[config.mk]
export PLATFORM = sky130hd
export DESIGN_NAME = spi_lcd_rx
export DESIGN_NICKNAME = d
export VERILOG_FILES = /design/src/rtl/spi_lcd_rx.sv
export SDC_FILE = /design/constraint.sdc
export NUM_CORES = 1
export LEC_CHECK = 0
export BUFFER_PORTS_ARGS = -buffer_cell sky130_fd_sc_hd__clkbuf_2
export CORE_ASPECT_RATIO = 1.25
export CORE_MARGIN = 8
export CORE_UTILIZATION = 54
export CTS_CLUSTER_DIAMETER = 80
export DETAILED_ROUTE_END_ITERATION = 10
export HOLD_SLACK_MARGIN = 0.03
export PLACE_DENSITY = 0.77
export SLEW_MARGIN = 5
export SYNTH_ARGS = -nofsm -noshare
export SYNTH_HDL_FRONTEND = slang
export SYNTH_SLANG_ARGS = --single-unit
[constraint.sdc]
create_clock -name i_clk -period 6.6 [get_ports i_clk]
set_input_delay 0.66 -clock i_clk [delete_from_list [all_inputs] [get_ports i_clk]]
set_output_delay 0.66 -clock i_clk [all_outputs]
set_load 0.05 [all_outputs]
[src/rtl/spi_lcd_rx.sv]
// spi_lcd_rx: receive side of the 4-wire SPI display link (SCLK/MOSI/DC/CS).
// Latency: 4 i_clk cycles from the 8th SCLK rise of a byte to o_cmd_valid / o_pix_valid.
// Backpressure: none. The link cannot be stalled, so every byte is consumed as it arrives.
//
// Oversamples the link in the i_clk domain and deframes bytes. It decodes the
// column-address, page-address and memory-write commands, tracks the address
// window, and emits one addressed RGB888 pixel for every 3 data bytes.
//
// Ports:
//   i_clk, i_rst                  system clock (>= 4x SCLK), async active-high reset
//   i_sclk, i_mosi, i_dc, i_cs    raw SPI mode-0 link, MSB first, CS active-low
//   o_cmd_valid, o_cmd            pulse per command byte; last command is held
//   o_pix_valid, o_pix_x/y/data   pulse per completed pixel with its coordinates
//   o_err                         pulse when CS rises with a partial byte pending
//   o_pix_count                   pixels since the last memory-write command
//
// Optional feature: define SPI_RX_PIXCNT_EN to build the saturating pixel
// counter. When the macro is undefined, o_pix_count is tied to 0.

module spi_lcd_rx #(
    parameter int          COORD_W    = 16,
    parameter logic [7:0]  SET_COLUMN = 8'h2A,
    parameter logic [7:0]  SET_PAGE   = 8'h2B,
    parameter logic [7:0]  WRITE_RAM  = 8'h2C
) (
    input  logic               i_clk,
    input  logic               i_rst,
    input  logic               i_sclk,
    input  logic               i_mosi,
    input  logic               i_dc,
    input  logic               i_cs,
    output logic               o_cmd_valid,
    output logic [7:0]         o_cmd,
    output logic               o_pix_valid,
    output logic [COORD_W-1:0] o_pix_x,
    output logic [COORD_W-1:0] o_pix_y,
    output logic [23:0]        o_pix_data,
    output logic               o_err,
    output logic [31:0]        o_pix_count
);

    typedef enum logic [1:0] {
        S_IDLE  = 2'd0,
        S_CASET = 2'd1,
        S_PASET = 2'd2,
        S_RAMWR = 2'd3
    } state_t;

    // ------------------------------------------------------------------
    // Input synchronisers
    // ------------------------------------------------------------------
    logic r_sclk_s1, r_sclk_s2, r_sclk_d;
    logic r_mosi_s1, r_mosi_s2;
    logic r_dc_s1,   r_dc_s2;
    logic r_cs_s1,   r_cs_s2;

    always_ff @(posedge i_clk or posedge i_rst) begin
        if (i_rst) begin
            r_sclk_s1 <= 1'b0;
            r_sclk_s2 <= 1'b0;
            r_sclk_d  <= 1'b0;
            r_mosi_s1 <= 1'b0;
            r_mosi_s2 <= 1'b0;
            r_dc_s1   <= 1'b0;
            r_dc_s2   <= 1'b0;
            r_cs_s1   <= 1'b0;
            r_cs_s2   <= 1'b0;
        end else begin
            r_sclk_s1 <= i_sclk;
            r_sclk_s2 <= r_sclk_s1;
            r_sclk_d  <= r_sclk_s2;
            r_mosi_s1 <= i_mosi;
            r_mosi_s2 <= r_mosi_s1;
            r_dc_s1   <= i_dc;
            r_dc_s2   <= r_dc_s1;
            r_cs_s1   <= i_cs;
            r_cs_s2   <= r_cs_s1;
        end
    end

    logic w_sclk_rise;
    assign w_sclk_rise = r_sclk_s2 & ~r_sclk_d;

    // ------------------------------------------------------------------
    // Deframer. A deselected link (sync'd CS high) takes priority over a
    // coincident SCLK rise, so that bit is dropped. r_shift holds the
    // completed byte while r_byte_vld is high. It stays stable because the
    // next SCLK rise is at least 4 cycles away.
    // ------------------------------------------------------------------
    logic [2:0] r_bit_cnt;
    logic [7:0] r_shift;
    logic       r_byte_vld;
    logic       r_byte_dc;
    logic       r_err;

    always_ff @(posedge i_clk or posedge i_rst) begin
        if (i_rst) begin
            r_bit_cnt  <= 3'd0;
            r_shift    <= 8'd0;
            r_byte_vld <= 1'b0;
            r_byte_dc  <= 1'b0;
            r_err      <= 1'b0;
        end else begin
            r_byte_vld <= 1'b0;
            r_err      <= 1'b0;
            if (r_cs_s2) begin
                r_bit_cnt <= 3'd0;
                r_shift   <= 8'd0;
                r_err     <= (r_bit_cnt != 3'd0);
            end else if (w_sclk_rise) begin
                r_shift   <= {r_shift[6:0], r_mosi_s2};
                r_bit_cnt <= r_bit_cnt + 3'd1;
                if (r_bit_cnt == 3'd7) begin
                    r_byte_vld <= 1'b1;
                    r_byte_dc  <= r_dc_s2;
                end
            end
        end
    end

    // ------------------------------------------------------------------
    // Command / data FSM with registered outputs
    // ------------------------------------------------------------------
    state_t             r_state;
    logic [2:0]         r_pidx;        // parameter byte index, saturates at 4
    logic [7:0]         r_p0, r_p1, r_p2;
    logic [COORD_W-1:0] r_xs, r_xe, r_ys, r_ye;
    logic [COORD_W-1:0] r_x, r_y;
    logic [1:0]         r_bidx;        // pixel byte index 0..2
    logic [7:0]         r_b0, r_b1;
    logic               r_cmd_valid;
    logic [7:0]         r_cmd;
    logic               r_pix_valid;
    logic [COORD_W-1:0] r_pix_x, r_pix_y;
    logic [23:0]        r_pix_data;

    always_ff @(posedge i_clk or posedge i_rst) begin
        if (i_rst) begin
            r_state     <= S_IDLE;
            r_pidx      <= 3'd0;
            r_p0        <= 8'd0;
            r_p1        <= 8'd0;
            r_p2        <= 8'd0;
            r_xs        <= '0;
            r_xe        <= '0;
            r_ys        <= '0;
            r_ye        <= '0;
            r_x         <= '0;
            r_y         <= '0;
            r_bidx      <= 2'd0;
            r_b0        <= 8'd0;
            r_b1        <= 8'd0;
            r_cmd_valid <= 1'b0;
            r_cmd       <= 8'd0;
            r_pix_valid <= 1'b0;
            r_pix_x     <= '0;
            r_pix_y     <= '0;
            r_pix_data  <= 24'd0;
        end else begin
            r_cmd_valid <= 1'b0;
            r_pix_valid <= 1'b0;
            if (r_byte_vld) begin
                if (!r_byte_dc) begin
                    r_cmd_valid <= 1'b1;
                    r_cmd       <= r_shift;
                    r_pidx      <= 3'd0;
                    if (r_shift == SET_COLUMN) begin
                        r_state <= S_CASET;
                    end else if (r_shift == SET_PAGE) begin
                        r_state <= S_PASET;
                    end else if (r_shift == WRITE_RAM) begin
                        r_state <= S_RAMWR;
                        r_x     <= r_xs;
                        r_y     <= r_ys;
                        r_bidx  <= 2'd0;
                    end else begin
                        r_state <= S_IDLE;
                    end
                end else begin
                    case (r_state)
                        S_CASET, S_PASET: begin
                            // Start/end commit together on the 4th byte, so a
                            // truncated sequence leaves the window untouched.
                            if (r_pidx != 3'd4) begin
                                r_pidx <= r_pidx + 3'd1;
                                case (r_pidx[1:0])
                                    2'd0: r_p0 <= r_shift;
                                    2'd1: r_p1 <= r_shift;
                                    2'd2: r_p2 <= r_shift;
                                    default: begin
                                        if (r_state == S_CASET) begin
                                            r_xs <= COORD_W'({r_p0, r_p1});
                                            r_xe <= COORD_W'({r_p2, r_shift});
                                        end else begin
                                            r_ys <= COORD_W'({r_p0, r_p1});
                                            r_ye <= COORD_W'({r_p2, r_shift});
                                        end
                                    end
                                endcase
                            end
                        end
                        S_RAMWR: begin
                            case (r_bidx)
                                2'd0: begin
                                    r_b0   <= r_shift;
                                    r_bidx <= 2'd1;
                                end
                                2'd1: begin
                                    r_b1   <= r_shift;
                                    r_bidx <= 2'd2;
                                end
                                default: begin
                                    r_bidx      <= 2'd0;
                                    r_pix_valid <= 1'b1;
                                    r_pix_x     <= r_x;
                                    r_pix_y     <= r_y;
                                    r_pix_data  <= {r_b0, r_b1, r_shift};
                                    // Using >= (not ==) makes an inverted
                                    // window collapse to a single column/row.
                                    if (r_x >= r_xe) begin
                                        r_x <= r_xs;
                                        r_y <= (r_y >= r_ye) ? r_ys : r_y + COORD_W'(1);
                                    end else begin
                                        r_x <= r_x + COORD_W'(1);
                                    end
                                end
                            endcase
                        end
                        default: ;
                    endcase
                end
            end
        end
    end

    assign o_cmd_valid = r_cmd_valid;
    assign o_cmd       = r_cmd;
    assign o_pix_valid = r_pix_valid;
    assign o_pix_x     = r_pix_x;
    assign o_pix_y     = r_pix_y;
    assign o_pix_data  = r_pix_data;
    assign o_err       = r_err;

`ifdef SPI_RX_PIXCNT_EN
    // Counts pixel pulses since the last memory-write command and saturates
    // at the maximum value.
    logic [31:0] r_pix_cnt;

    always_ff @(posedge i_clk or posedge i_rst) begin
        if (i_rst) begin
            r_pix_cnt <= 32'd0;
        end else if (r_byte_vld && !r_byte_dc && (r_shift == WRITE_RAM)) begin
            r_pix_cnt <= 32'd0;
        end else if (r_pix_valid && (r_pix_cnt != 32'hFFFF_FFFF)) begin
            r_pix_cnt <= r_pix_cnt + 32'd1;
        end
    end

    assign o_pix_count = r_pix_cnt;
`else
    assign o_pix_count = 32'd0;
`endif

endmodule
==> key figures <==
Detailed routing
  – DRC: 0
  – First-pass DRT Iterations: 5
  – Wire length per cell: 17.61 um
  – DR vias: 7289
  – Vias per inst: 5.472
  – Antenna-violating nets left: 0
  – Drt total wl: 23450 um
  – DRT iter0 DRCs: 450

Synth
  – Synth Area in XOR/XNOR: 0.003250
  – Post-synth cell types: 64
  – Mux cell area share after synthesis: 0.1237
  – Compound-Gate Fraction of Synth Area: 0.09298
  – Cell Area, Synth: 10780 sq um
  – Syn_area_per_cell: 10.89 sq um
  – Share of flip-flops with an asynchronous set or reset: 1.000
  – Adder-Cell Fraction of Synth Area: 0.05107
  – EDFF count, synth: 0
  – Main combinational cell family by area after synthesis: simple AND/OR/NAND/NOR gates
  – Synth Register Bits: 232
  – Post-synthesis instance total: 990
  – Simple-Gate Fraction of Synth Area: 0.1278
  – Warnings from Yosys: 0
  – Main synth FF type: dfrtp_1
  – Register area share after synthesis: 0.5386

Die
  – Starting Density: 0.5421
  – # rows: 58
  – Num ports: 105
  – Die Area: 24770 sq um
  – CORE AREA: 19880 sq um
  – Chip width: 142.4 um
  – Vert. Die Dim: 174.0 um

Critical path
  – Worst path cell trace: inv_1 -> ha_1 -> nand2b_1 -> a2111o_1 -> a31o_2 -> o21ai_2 -> buf_4 -> mux2i_1 -> a2bb2oi_2
  – Flop2flop setup slack: 3.43 ns
  – CP Max Fanout: 19
  – Setup CP Type: reg2reg
  – CP max stage cell: o21ai_2
  – CP Capture Type: flop
  – Buffers and inverters on the worst path: 2
  – Required @ worst endpoint: 6.95 ns
  – Crit path launch type: flop
  – CP arrival: 3.52 ns
  – CP peak stage delay: 0.64 ns
  – Crit-path leading delay family: compound AO/OA/AOI/OAI gates

STA
  – Clock Skews: 0.008257 ns
  – Hold violation total from the final report: 0
  – Setup Viol. Count Final: 0
  – Setup TNS: 0 ns
  – Slew headroom: 0.3316
  – Max-slew violations: 0
  – Slew @ Worst Pin: 0.9944 ns
  – RSZ-0062 raised after global routing: false
  – Fin crit share: 0.4801
  – Min Tclk post-route: 3.169 ns
  – Max Freq: 315.6 MHz

Run
  – Number of max-cap violations: 0

Power and ir drop
  – Final Power: 2.819 mW
  – Power Density: 235.6 nW/um^2
  – Sequential share of power: 0.508
  – P_int: 2.210 mW
  – Sw power: 0.6093 mW
  – Clock power frac: 0.465
  – Worst ir drop on vdd: 0.2415 mV
  – Sw Share: 0.2161
  – Leak: 6.007 nW
  – Gate power share: 0.028

Final layout
  – Nets@finish: 1099
  – Share of cells above drive strength 1: 0.2232
  – # diodes: 0
  – Commonest non-fill, non-tap cell in the layout: dfrtp_1
  – Area grow syn2layout: 11.00%
  – Final std cells w/o fill: 1332
  – Commonest non-fill, non-tap cells in the layout: 232 x dfrtp_1, 227 x nand2_1, 98 x mux2_2, 72 x clkbuf_2, 56 x inv_1

Clock network
  – CTS H-tree lvls: 1
  – Clock Sinks: 232
  – Root Driver: clkbuf_16
  – Clock slew at reported path FFs: 0.06 ns
  – Clk Latency, worst-skew pair: 0.51 ns
  – Max Buffers Root-to-Sink: 3
  – CTS tree: yes
  – CTS buffer count: 23
  – CTS Hold Bufs: 0
  – Post-CTS setup buffer count: 0
  – Post-cts repair resize count: 0

Placement
  – Hpwl dp: 15820 um
  – GPL Wtd Cong: 0.8219
  – Placed insts: 1294
  – Port-buffer cells: 72

Global routing
  – Global-route usage over all layers: 0.1917
  – Largest net degree at the start of global routing: 136
  – First-pass GRT wire length: 37960 um
  – Antenna violations before repair: 0
  – Vias in the first global route: 7251
  – Gr ovfl total: 0

Run status
  – Outcome: finished clean

Hold path
  – Hold WC Path Type: in2reg
Yosys cell counts (4+ instances only):
cell	instances	area (sq um)
nand2_1	227	852.1
nand3_1	22	110.1
buf_2	5	25.02
nor3_1	4	20.02
ha_1	44	550.5
nand2b_1	6	37.54
a22oi_1	6	45.04
a21boi_2	6	67.56
a21boi_0	4	30.03
nand4_1	10	62.56
buf_4	35	262.8
inv_1	57	214.0
mux2i_1	23	230.2
dfrtp_1	232	5806
a21oi_1	27	135.1
xnor2_1	4	35.03
a2bb2oi_2	6	90.09
nor2_1	14	52.55
clkbuf_1	30	112.6
buf_6	4	45.04
mux2_2	98	1104
o21ai_0	44	220.2
and3_1	14	87.58
state kept, by name, summed over array words and instances, names as in the netlist, 16 cells and up:
register    cells
r_y            16
r_ys           16
r_ye           16
o_pix_data     24
o_pix_y        16
r_x            16
o_pix_x        16
r_xe           16
r_xs           16
final timing paths:
path | start | cells after the start | endpoint
max | r_y[0] | 9 | r_y[6]
min reg2reg | r_sclk_s1 | 0 | r_sclk_s2
min | i_sclk | 1 | r_sclk_s1
min in group asynchronous | i_rst | 2 | o_err
max reg2reg | r_y[0] | 9 | r_y[6]
max in group asynchronous | i_rst | 3 | o_pix_x[13]
power by group through the flow:
| stage | registers, mW | logic (mW) | clock network [mW] |
|---|---|---|---|
| after floorplan | 1.46 | 0.0817 | 0 |
| after global placement | 1.46 | 0.0790 | 0 |
| after detailed placement | 1.46 | 0.0796 | 0 |
| after CTS | 1.43 | 0.0795 | 1.34 |
| after global routing | 1.43 | 0.0863 | 1.39 |
| final | 1.43 | 0.0780 | 1.31 |
layer usage:
metal	vias to the layer above	wire length, um	GRT usage
met1	3640	10070	0.2456
met5	-	0	0
li1	3421	-	-
met4	0	642	0.06480
met2	186	11350	0.3231
met3	42	1392	0.03129
logic make-up (layout without fill, tap and decap cells):
group / after synthesis / count (layout)
buffers and inverters: 134 / 175
other: 1 / 32
AND/OR/NAND/NOR: 315 / 315
adder cells (fa/ha/maj): 44 / 44
XOR/XNOR: 4 / 4
AO/OA/AOI/OAI: 139 / 139
multiplexers: 121 / 121
flip-flops: 232 / 232
layout make-up:
class                           instances  area [sq um]
Fill cell                            1635          7919
Clock buffer                           31         625.6
Timing Repair Buffer                   80         432.9
Multi-Input combinational cell        655          4431
Clock inverter                          7         115.1
Inverter                               57         217.7
Tap cell                              270         337.8
Sequential cell                       232          5806
per-stage QoR:
step / utilization / worst slack, ns / instance area (sq um) / hold slack [ns]
after global placement: 0.5645 / 3.498 / 11220 / 0.3333
after CTS: 0.6017 / 3.448 / 11970 / 0.2427
final: 0.6017 / 3.431 / 11970 / 0.2595
after detailed placement: 0.5645 / 3.446 / 11220 / 0.3347
after global routing: 0.6017 / 3.273 / 11970 / 0.2427
after floorplan: - / 2.904 / 10900 / 0.3312
No activity file was read; power rests on OpenSTA's default activity.
